$ cat src/rtl/qlearn_pkg.sv
// Shared definitions for the Q-learning transition generator.
// Holds the grid geometry, action encodings, FSM states and the grid move rule.
package qlearn_pkg;

    localparam int STATE_W = 6;
    localparam int ACT_W   = 2;

    localparam logic [2:0] GRID_MAX = 3'd7;

    localparam logic [ACT_W-1:0] ACT_LEFT  = 2'b00;
    localparam logic [ACT_W-1:0] ACT_UP    = 2'b01;
    localparam logic [ACT_W-1:0] ACT_RIGHT = 2'b10;
    localparam logic [ACT_W-1:0] ACT_DOWN  = 2'b11;

    typedef enum logic [2:0] {
        ST_IDLE,
        ST_LOOKUP,
        ST_WAIT,
        ST_CHOOSE,
        ST_EMIT
    } fsm_state_t;

    // One move on the 8x8 grid; a move into a wall leaves the state unchanged.
    // Row and column are updated independently, so nothing carries between fields.
    function automatic logic [STATE_W-1:0] grid_step(input logic [STATE_W-1:0] s,
                                                     input logic [ACT_W-1:0]   a);
        logic [2:0] x;
        logic [2:0] y;
        x = s[5:3];
        y = s[2:0];
        case (a)
            ACT_LEFT:  if (y != 3'd0)     y = y - 3'd1;
            ACT_UP:    if (x != 3'd0)     x = x - 3'd1;
            ACT_RIGHT: if (y != GRID_MAX) y = y + 3'd1;
            default:   if (x != GRID_MAX) x = x + 3'd1;
        endcase
        return {x, y};
    endfunction

endpackage

$ cat src/rtl/lfsr16.sv
// 16-bit Fibonacci LFSR, taps 16,14,13,11; steps only when en is high.
// SEED must be nonzero or the register locks at zero.
module lfsr16 #(
    parameter logic [15:0] SEED = 16'hACE1
) (
    input  logic        clk,
    input  logic        rst,
    input  logic        en,
    output logic [15:0] q
);

    logic feedback;

    assign feedback = q[15] ^ q[13] ^ q[12] ^ q[10];

    // NOTE: sequential state uses non-blocking assignments so every register
    // samples pre-edge values regardless of block ordering.
    always_ff @(posedge clk) begin
        if (rst) begin
            q <= SEED;
        end else if (en) begin
            q <= {q[14:0], feedback};
        end
    end

endmodule

$ cat src/rtl/transition_gen.sv
// Epsilon-greedy (s, a, s') tuple generator for an 8x8 grid world.
// Looks up the greedy action, optionally explores via LFSR, and hands tuples off with valid/ready.
module transition_gen #(
    parameter int          STATE_W = qlearn_pkg::STATE_W,
    parameter int          ACT_W   = qlearn_pkg::ACT_W,
    parameter logic [15:0] SEED    = 16'hACE1
) (
    input  logic               clk,
    input  logic               rst,
    input  logic               start,
    input  logic [STATE_W-1:0] start_state,
    input  logic [STATE_W-1:0] goal_state,
    input  logic [7:0]         eps,
    input  logic [15:0]        max_episodes,
    output logic [STATE_W-1:0] greedy_addr,
    input  logic [ACT_W-1:0]   greedy_act,
    output logic               out_valid,
    input  logic               out_ready,
    output logic [STATE_W-1:0] out_s,
    output logic [ACT_W-1:0]   out_a,
    output logic [STATE_W-1:0] out_snext,
    output logic               out_last,
    output logic [15:0]        episode_cnt,
    output logic               busy
);

    import qlearn_pkg::*;

    fsm_state_t         state;
    fsm_state_t         state_next;

    logic [STATE_W-1:0] s;
    logic [ACT_W-1:0]   greedy_q;
    logic [15:0]        lfsr_q;
    logic               lfsr_unused;

    logic               explore;
    logic [ACT_W-1:0]   act_sel;
    logic [STATE_W-1:0] snext;
    logic               accept;
    logic [15:0]        cnt_inc;
    logic               run_done;

    lfsr16 #(
        .SEED (SEED)
    ) u_lfsr (
        .clk (clk),
        .rst (rst),
        .en  (state == ST_CHOOSE),
        .q   (lfsr_q)
    );

    // Only the low ten bits drive decisions; the rest only feed the shift chain.
    assign lfsr_unused = ^lfsr_q[15:10];

    assign explore = (lfsr_q[7:0] < eps);
    assign act_sel = explore ? lfsr_q[9:8] : greedy_q;
    assign snext   = grid_step(s, act_sel);

    assign accept   = out_valid & out_ready;
    assign cnt_inc  = (episode_cnt == 16'hFFFF) ? 16'hFFFF : episode_cnt + 16'd1;
    assign run_done = (max_episodes != 16'd0) && (cnt_inc >= max_episodes);

    // s is held stable from LOOKUP through WAIT, so the table sees a steady address.
    assign greedy_addr = s;
    assign out_valid   = (state == ST_EMIT);
    assign busy        = (state != ST_IDLE);

    always_ff @(posedge clk) begin
        if (rst) begin
            state <= ST_IDLE;
        end else begin
            state <= state_next;
        end
    end

    // NOTE: state_next gets a default before the case so no path infers a latch.
    always_comb begin
        state_next = state;
        case (state)
            ST_IDLE:   if (start) state_next = ST_LOOKUP;
            ST_LOOKUP: state_next = ST_WAIT;
            ST_WAIT:   state_next = ST_CHOOSE;
            ST_CHOOSE: state_next = ST_EMIT;
            ST_EMIT: begin
                if (accept) begin
                    state_next = (out_last && run_done) ? ST_IDLE : ST_LOOKUP;
                end
            end
            default:   state_next = ST_IDLE;
        endcase
    end

    always_ff @(posedge clk) begin
        if (rst) begin
            s           <= '0;
            greedy_q    <= '0;
            out_s       <= '0;
            out_a       <= '0;
            out_snext   <= '0;
            out_last    <= 1'b0;
            episode_cnt <= '0;
        end else begin
            case (state)
                ST_IDLE: begin
                    if (start) begin
                        s           <= start_state;
                        episode_cnt <= '0;
                    end
                end
                ST_WAIT: begin
                    greedy_q <= greedy_act;
                end
                ST_CHOOSE: begin
                    out_s     <= s;
                    out_a     <= act_sel;
                    out_snext <= snext;
                    out_last  <= (snext == goal_state);
                end
                ST_EMIT: begin
                    // Tuple registers stay untouched here, which keeps them stable under backpressure.
                    if (accept) begin
                        if (out_last) begin
                            episode_cnt <= cnt_inc;
                            if (!run_done) s <= start_state;
                        end else begin
                            s <= out_snext;
                        end
                    end
                end
                default: ;
            endcase
        end
    end

endmodule

$ cat config.mk
export PLATFORM = sky130hd
export DESIGN_NAME = transition_gen
export DESIGN_NICKNAME = d
export VERILOG_FILES = /design/src/rtl/qlearn_pkg.sv /design/src/rtl/lfsr16.sv /design/src/rtl/transition_gen.sv
export SDC_FILE = /design/constraint.sdc
export NUM_CORES = 1
export LEC_CHECK = 0
export BUFFER_PORTS_ARGS = -buffer_cell sky130_fd_sc_hd__buf_2
export CORE_MARGIN = 10
export CORE_UTILIZATION = 29
export CTS_BUF_LIST = sky130_fd_sc_hd__clkbuf_4 sky130_fd_sc_hd__clkbuf_8
export DETAILED_ROUTE_END_ITERATION = 6
export MAX_ROUTING_LAYER = met4
export PLACE_DENSITY_LB_ADDON = 0.25
export SETUP_SLACK_MARGIN = 0.15
export SLEW_MARGIN = 40
export SYNTH_ARGS = -nofsm -noshare
export SYNTH_HDL_FRONTEND = slang
export SYNTH_SLANG_ARGS = --single-unit
$ cat constraint.sdc
create_clock -name clk -period 5.3 [get_ports clk]
set_input_delay 0 -clock clk [delete_from_list [all_inputs] [get_ports clk]]
set_output_delay 0 -clock clk [all_outputs]
set_load 0.02 [all_outputs]
---- Word level (Yosys, flattened, before mapping) ----
Index checks and enable logic that the tools add are counted.
cells by class
  $add $sub $neg .......................... 5
  $lt $le $gt $ge ......................... 2
  eq/ne operators ......................... 14
  muxes and demuxes ....................... 21
  bitwise operators ....................... 4
  reductions and logical operators ........ 13
operators with widths
  cell                                                                     count
  16-bit 2-to-1 mux                                                        4
  16-bit case mux with 2 select lines                                      1
  6-bit 2-to-1 mux                                                         4
  3-bit 2-to-1 mux                                                         6
  16-bit by 1-bit adder with 16-bit output, second input constant          1
  16-bit equality test, second input constant                              1
  16-bit greater-or-equal comparator                                       1
  16-bit nonzero test                                                      1
  3-bit case mux with 5 select lines                                       1
  3-bit case mux with 2 select lines                                       2
  6-bit case mux with 2 select lines                                       1
  3-bit inequality test, second input constant                             3
  3-bit nonzero test                                                       3
  8-bit less-than comparator                                               1
  4-bit AND reduction                                                      2
  3-bit by 1-bit adder with 3-bit output, second input constant            2
  3-bit by 2-bit equality test with 1-bit output, second input constant    2
  6-bit equality test                                                      1
  3-bit by 1-bit subtractor with 3-bit output, second input constant       2
  2-bit by 1-bit inequality test with 1-bit output, second input constant  2
  3-bit by 1-bit equality test with 1-bit output, second input constant    1
  3-bit equality test, second input constant                               1
  3-bit zero test                                                          1
  1-bit XOR                                                                3
  11 further kinds                                                         12
storage, ports and cells
  flip-flop bits (word level) ............. 58
  input port bits ......................... 42
  output and inout bits ................... 39
  logic and storage cells ................. 68

---- Longest topological paths before layout ----
  depth after elaboration ................. 8
  depth in mapped cells ................... 21
  depth with buffers taken out ............ 18

---- By module ----
Synthesis repeated with hierarchy kept, for this count alone.
unflattened totals
  cells, all modules ...................... 484
  area total of the unflattened synthesis .. 4025.1 µm²
by module, submodules not included
  module          times used  cells an instance  area each (µm²)  seq. area each (µm²)
  transition_gen  1           429                3405.8           840.8
  lfsr16          1           55                 619.3            320.3

---- Worst setup path before layout ----
No wires, ideal clock.
  path type ............................... reg-to-reg
  start ................................... reg episode_cnt[0]
  end ..................................... reg s[0], in the netlist greedy_addr[0]
  library setup time ...................... 0.121 ns
  arrival time ............................ 4.336 ns
  required time ........................... 5.179 ns
  path slack .............................. 0.843 ns
  stages on the path, launching flop included .. 22
  path buffers ............................ 3
  clock period less this slack ............ 4.457 ns
  cells stage by stage .................... dfxtp_1 > ha_1 > and3_1 > and3_1 > clkbuf_1 > and4_1 > nand2_1 > or2_2 > clkbuf_1 > clkbuf_1 > nand2_1 > inv_1 > ha_1 > nand2b_1 > a21o_1 > a21o_1 > a21o_1 > a21o_1 > a211oi_1 > o31a_1 > o211ai_1 > mux2_2
on the way
  longest elaborated chain between the ends .. 6
  elaborated cells between the ends (all ways) .. 7
  those cells by class .................... 1 x add/sub; 1 x order compare; 2 x eq/ne; 1 x mux; 2 x reduce/logical
ends and longest elaborated chain
  element                                                                           line                   RTL
  start: declaration                                                                transition_gen.sv:23   output logic [15:0] episode_cnt,
  start signal: assignment                                                          transition_gen.sv:124  episode_cnt <= cnt_inc;
  16-bit by 1-bit adder with 16-bit output or 16-bit equality test (tied branches)  transition_gen.sv:61   assign cnt_inc = (episode_cnt == 16'hFFFF) ? 16'hFFFF : episode_cnt + 16'd1;
  16-bit 2-to-1 mux *                                                               transition_gen.sv:61
  16-bit greater-or-equal comparator *                                              transition_gen.sv:62   assign run_done = (max_episodes != 16'd0) && (cnt_inc >= max_episodes);
  1-bit logical AND *                                                               transition_gen.sv:62
  3-bit inequality test (no source line) *                                          -
  4-bit AND reduction (no source line) *                                            -
  end signal: assignment                                                            transition_gen.sv:107  s <= start_state;
  end signal: assignment                                                            transition_gen.sv:125  if (!run_done) s <= start_state;
  end signal: assignment                                                            transition_gen.sv:127  s <= out_snext;
  end: declaration                                                                  transition_gen.sv:32   logic [STATE_W-1:0] s;
Mark *: on every way between the ends. The rest lies on a longest branch, timed or not.
A chain may end at the register's enable or synchronous reset.

---- Final worst setup path ----
  start ................................... reg episode_cnt[0]
  end ..................................... reg s[1], in the netlist greedy_addr[1]
The elaborated chain is that of the path after synthesis.

==> metrics.md <==
| Metric | Value |
|---|---|
| Status | finished, final reports clean |
| Final setup fails | 0 |
| Multi-input logic area | 0.00239 mm² |
| Relative slew margins | 0.530 |
| Hold path start | goal_state[2] |
| WL final | 11,000 µm |
| CP required | 5530 ps |
| Hold Violations, Final | 0 |
| I/O pin count | 81 |
| Post-DP HPWL | 8280 µm |
| CTS H-tree depth | 3 |
| Storage element area | 0.00116 mm² |
| Vias | 3,612 |
| Largest net degree at the start of global routing | 66 |
| Routability congestion estimate | 0.867 |
| GRT Overall Usage | 0.126 |
| IO buf count | 80 |
| CTS sink cnt | 58 |
| Clock slew at reported path FFs | 60 ps |
| DRC Markers | 0 |
| Max VDD drop | 108 µV |
| Seq cells post-synth | 58 |
| Reg2reg end | greedy_addr[1]$_SDFFE_PP0P_ |
| Main flop type after synthesis | dfxtp_1 |
| Reg2reg path depth | 18 |
| Layout Skew | 15.9 ps |
| Worst hold path class | input pin to register |
| Horiz. Die Dim | 134 µm |
| Critical path class | register to register |
| Setup crit start kind | register |
| CTS resizes | 0 |
| DR vias/cell | 4.91 |
| Global route overflow | 0 |
| Area growth syn-to-layout | 21.4% |
| Site row count | 41 |
| Initial antenna violation count | 0 |
| Final #Nets | 631 |
| Pwr Total | 1.18 mW |
| Leakage | 2.12 nW |
| Post-Synthesis Cells | 485 |
| CTS tree | yes |
| DIE AREA | 0.0180 mm² |
| Sequential fraction of the synthesis area | 0.308 |
| Die Y | 134 µm |
| 1st-iter DRT viols | 252 |
| Post-synth cell types | 54 |
| Layout cells sized above 1 | 0.211 |
| First-pass GRT wire length | 18,100 µm |
| Period Utilization, post-route | 0.842 |
| Total negative setup slack | 0 ps |
| Ys async rst share | 0 |
| Clock Path Buffers | 2 |
| ANT nets after route | 0 |
| Antenna diodes | 0 |
| Number of synthesized flops with an enable pin | 0 |
| Slew Viols, Final | 0 |
| Drt first pass iters | 4 |
| Fin crit period | 4460 ps |
| Crit. End Element | register |
| Max-cap viol count | 0 |
| Worst Path Arrival | 4690 ps |
| Root Driver | clkbuf_8 |
| Routed wire per std cell | 15.0 µm |
| Clock latency on the worst-skew pair | 350 ps |
| RSZ-0062 raised after global routing | false |
| PD cells | 259 mW/mm² |
| Clock buffer count from CTS | 9 |
| Fillers | 1,337 |
| R2r startpoint | episode_cnt[0]$_SDFFE_PP0P_ |
| Number of global-route vias before repair | 3,637 |
| Syn nets | 557 |
| Core area | 0.0127 mm² |
| Initial core utilization | 0.297 |
| Syn_area_per_cell | 7.77 µm² |
| Maximum clock frequency | 224 MHz |
| Most frequent cells in the layout | nand2_1 (84), buf_2 (80), dfxtp_1 (58), nor2_1 (46), inv_1 (36) |
| Worst slew pin tran | 700 ps |
| CP startpoint | episode_cnt[0]$_SDFFE_PP0P_ |
| Cell area after synthesis | 0.00377 mm² |
| Flop-to-flop setup slack | 840 ps |
| Crit-path max FO | 17 |
| Crit path capture | greedy_addr[1]$_SDFFE_PP0P_ |
| Yosys warnings | 0 |
| Commonest non-fill, non-tap cell in the layout | nand2_1 |
==> per-layer routing <==
| metal | track usage | up-vias | routed length, µm |
|---|---|---|---|
| met5 | - | - | 0 |
| met4 | 0.0320 | 0 | 100 |
| li1 | - | 1845 | - |
| met2 | 0.192 | 88 | 4890 |
| met1 | 0.166 | 1672 | 5500 |
| met3 | 0.0284 | 7 | 538 |
==> worst min-delay path by stage <==
| stage | depth (start not counted) | to | slack (ps) |
|---|---|---|---|
| 4_1_cts | 4 | out_last$_SDFFE_PP0P_ | 20 |
| 3_5_place_dp | 3 | greedy_q[0]$_SDFFE_PP0P_ | 240 |
| 5_1_grt | 4 | out_last$_SDFFE_PP0P_ | 40 |
| 6_report | 4 | out_last$_SDFFE_PP0P_ | 30 |
| 3_3_place_gp | 3 | greedy_q[1]$_SDFFE_PP0P_ | 240 |
| 2_1_floorplan | 2 | greedy_q[0]$_SDFFE_PP0P_ | 140 |
==> final cells by class <==
class,instances,share of cell area
Inverter,36,0.0295
Clock inverter,2,0.00766
Sequential cell,58,0.254
Clock buffer,14,0.0380
Timing Repair Buffer,87,0.101
Tap cell,172,0.0470
Multi-Input combinational cell,367,0.523
==> worst max-delay path, cell delays in order (launching register included) <==
cell and delay, ps:
dfxtp_1 390, ha_1 240, and3_1 200, and3_1 300, and4_1 290, nand2_1 100
or2_2 450, nand2_1 140, inv_1 50, ha_1 250, nand2b_1 140, a21o_1 180
a21o_1 170, a21o_1 180, a21o_1 170, a211oi_1 230, o31a_1 210, o211ai_1 280
mux2_2 360
==> sequential cells by signal, summed over array words and instances, names as in the netlist <==
signal and flops:
episode_cnt 16, greedy_addr 6, greedy_q 2, out_a 2
out_last 1, out_s 6, out_snext 6, state 3
u_lfsr.q 16
==> cell usage after synthesis, types with 2 or more instances <==
library cell,number,area share
nand4_1,5,0.0083
xor2_1,6,0.014
o21ai_0,8,0.011
and3_1,5,0.0083
o21a_1,8,0.016
nor2b_1,3,0.0050
and4_1,4,0.0093
a221oi_1,2,0.0046
nor3_1,12,0.016
clkbuf_1,23,0.023
nand3_1,13,0.017
o22ai_1,2,0.0033
a31oi_1,5,0.0083
xnor2_1,12,0.028
a211oi_1,7,0.014
or3_1,4,0.0066
a32oi_1,2,0.0046
a22oi_1,13,0.026
and2_1,2,0.0033
nand3b_1,8,0.016
o211ai_1,3,0.0060
a21oi_1,32,0.042
nor2_1,47,0.047
inv_1,36,0.036
dfxtp_1,58,0.31
nor4_1,5,0.0083
a21o_1,6,0.012
nand2_1,84,0.084
nand2b_1,4,0.0066
mux2i_1,7,0.019
mux2_2,7,0.021
ha_1,30,0.10
==> per-stage QoR <==
step | utilization | hold slack (ps) | instances | cell area [µm²] | setup slack (ps)
2_1_floorplan | - | 139 | 485 | 3770 | 843
3_3_place_gp | 0.341 | 242 | 716 | 4320 | 942
3_5_place_dp | 0.341 | 244 | 716 | 4320 | 833
4_1_cts | 0.361 | 15.4 | 736 | 4570 | 802
5_1_grt | 0.361 | 42.9 | 736 | 4580 | 518
6_report | 0.361 | 26.3 | 736 | 4580 | 836
==> cells by family (layout without fill, tap and decap cells) <==
kind of cell,after synthesis,after routing,synth area share
buf+inv,60,139,0.0601
mux,14,14,0.0395
simple gates,205,205,0.262
compound gates,99,99,0.183
fa+ha+maj,30,30,0.0996
xor+xnor,19,19,0.0478
flops,58,58,0.308
==> power by group <==
group	internal [mW]	switching [mW]	leakage [nW]	total (mW)
logic	0.105	0.150	1.54	0.255
registers	0.457	0.0289	0.470	0.486
clock network	0.258	0.184	0.111	0.442
total	0.821	0.363	2.12	1.18
==> timing repair <==
action | in CTS | in global routing
buffers inserted | 0 | 0
hold buffers | 4 | 0
hold endpoints to repair | 4 | 0
No activity file was read; power rests on OpenSTA's default activity.
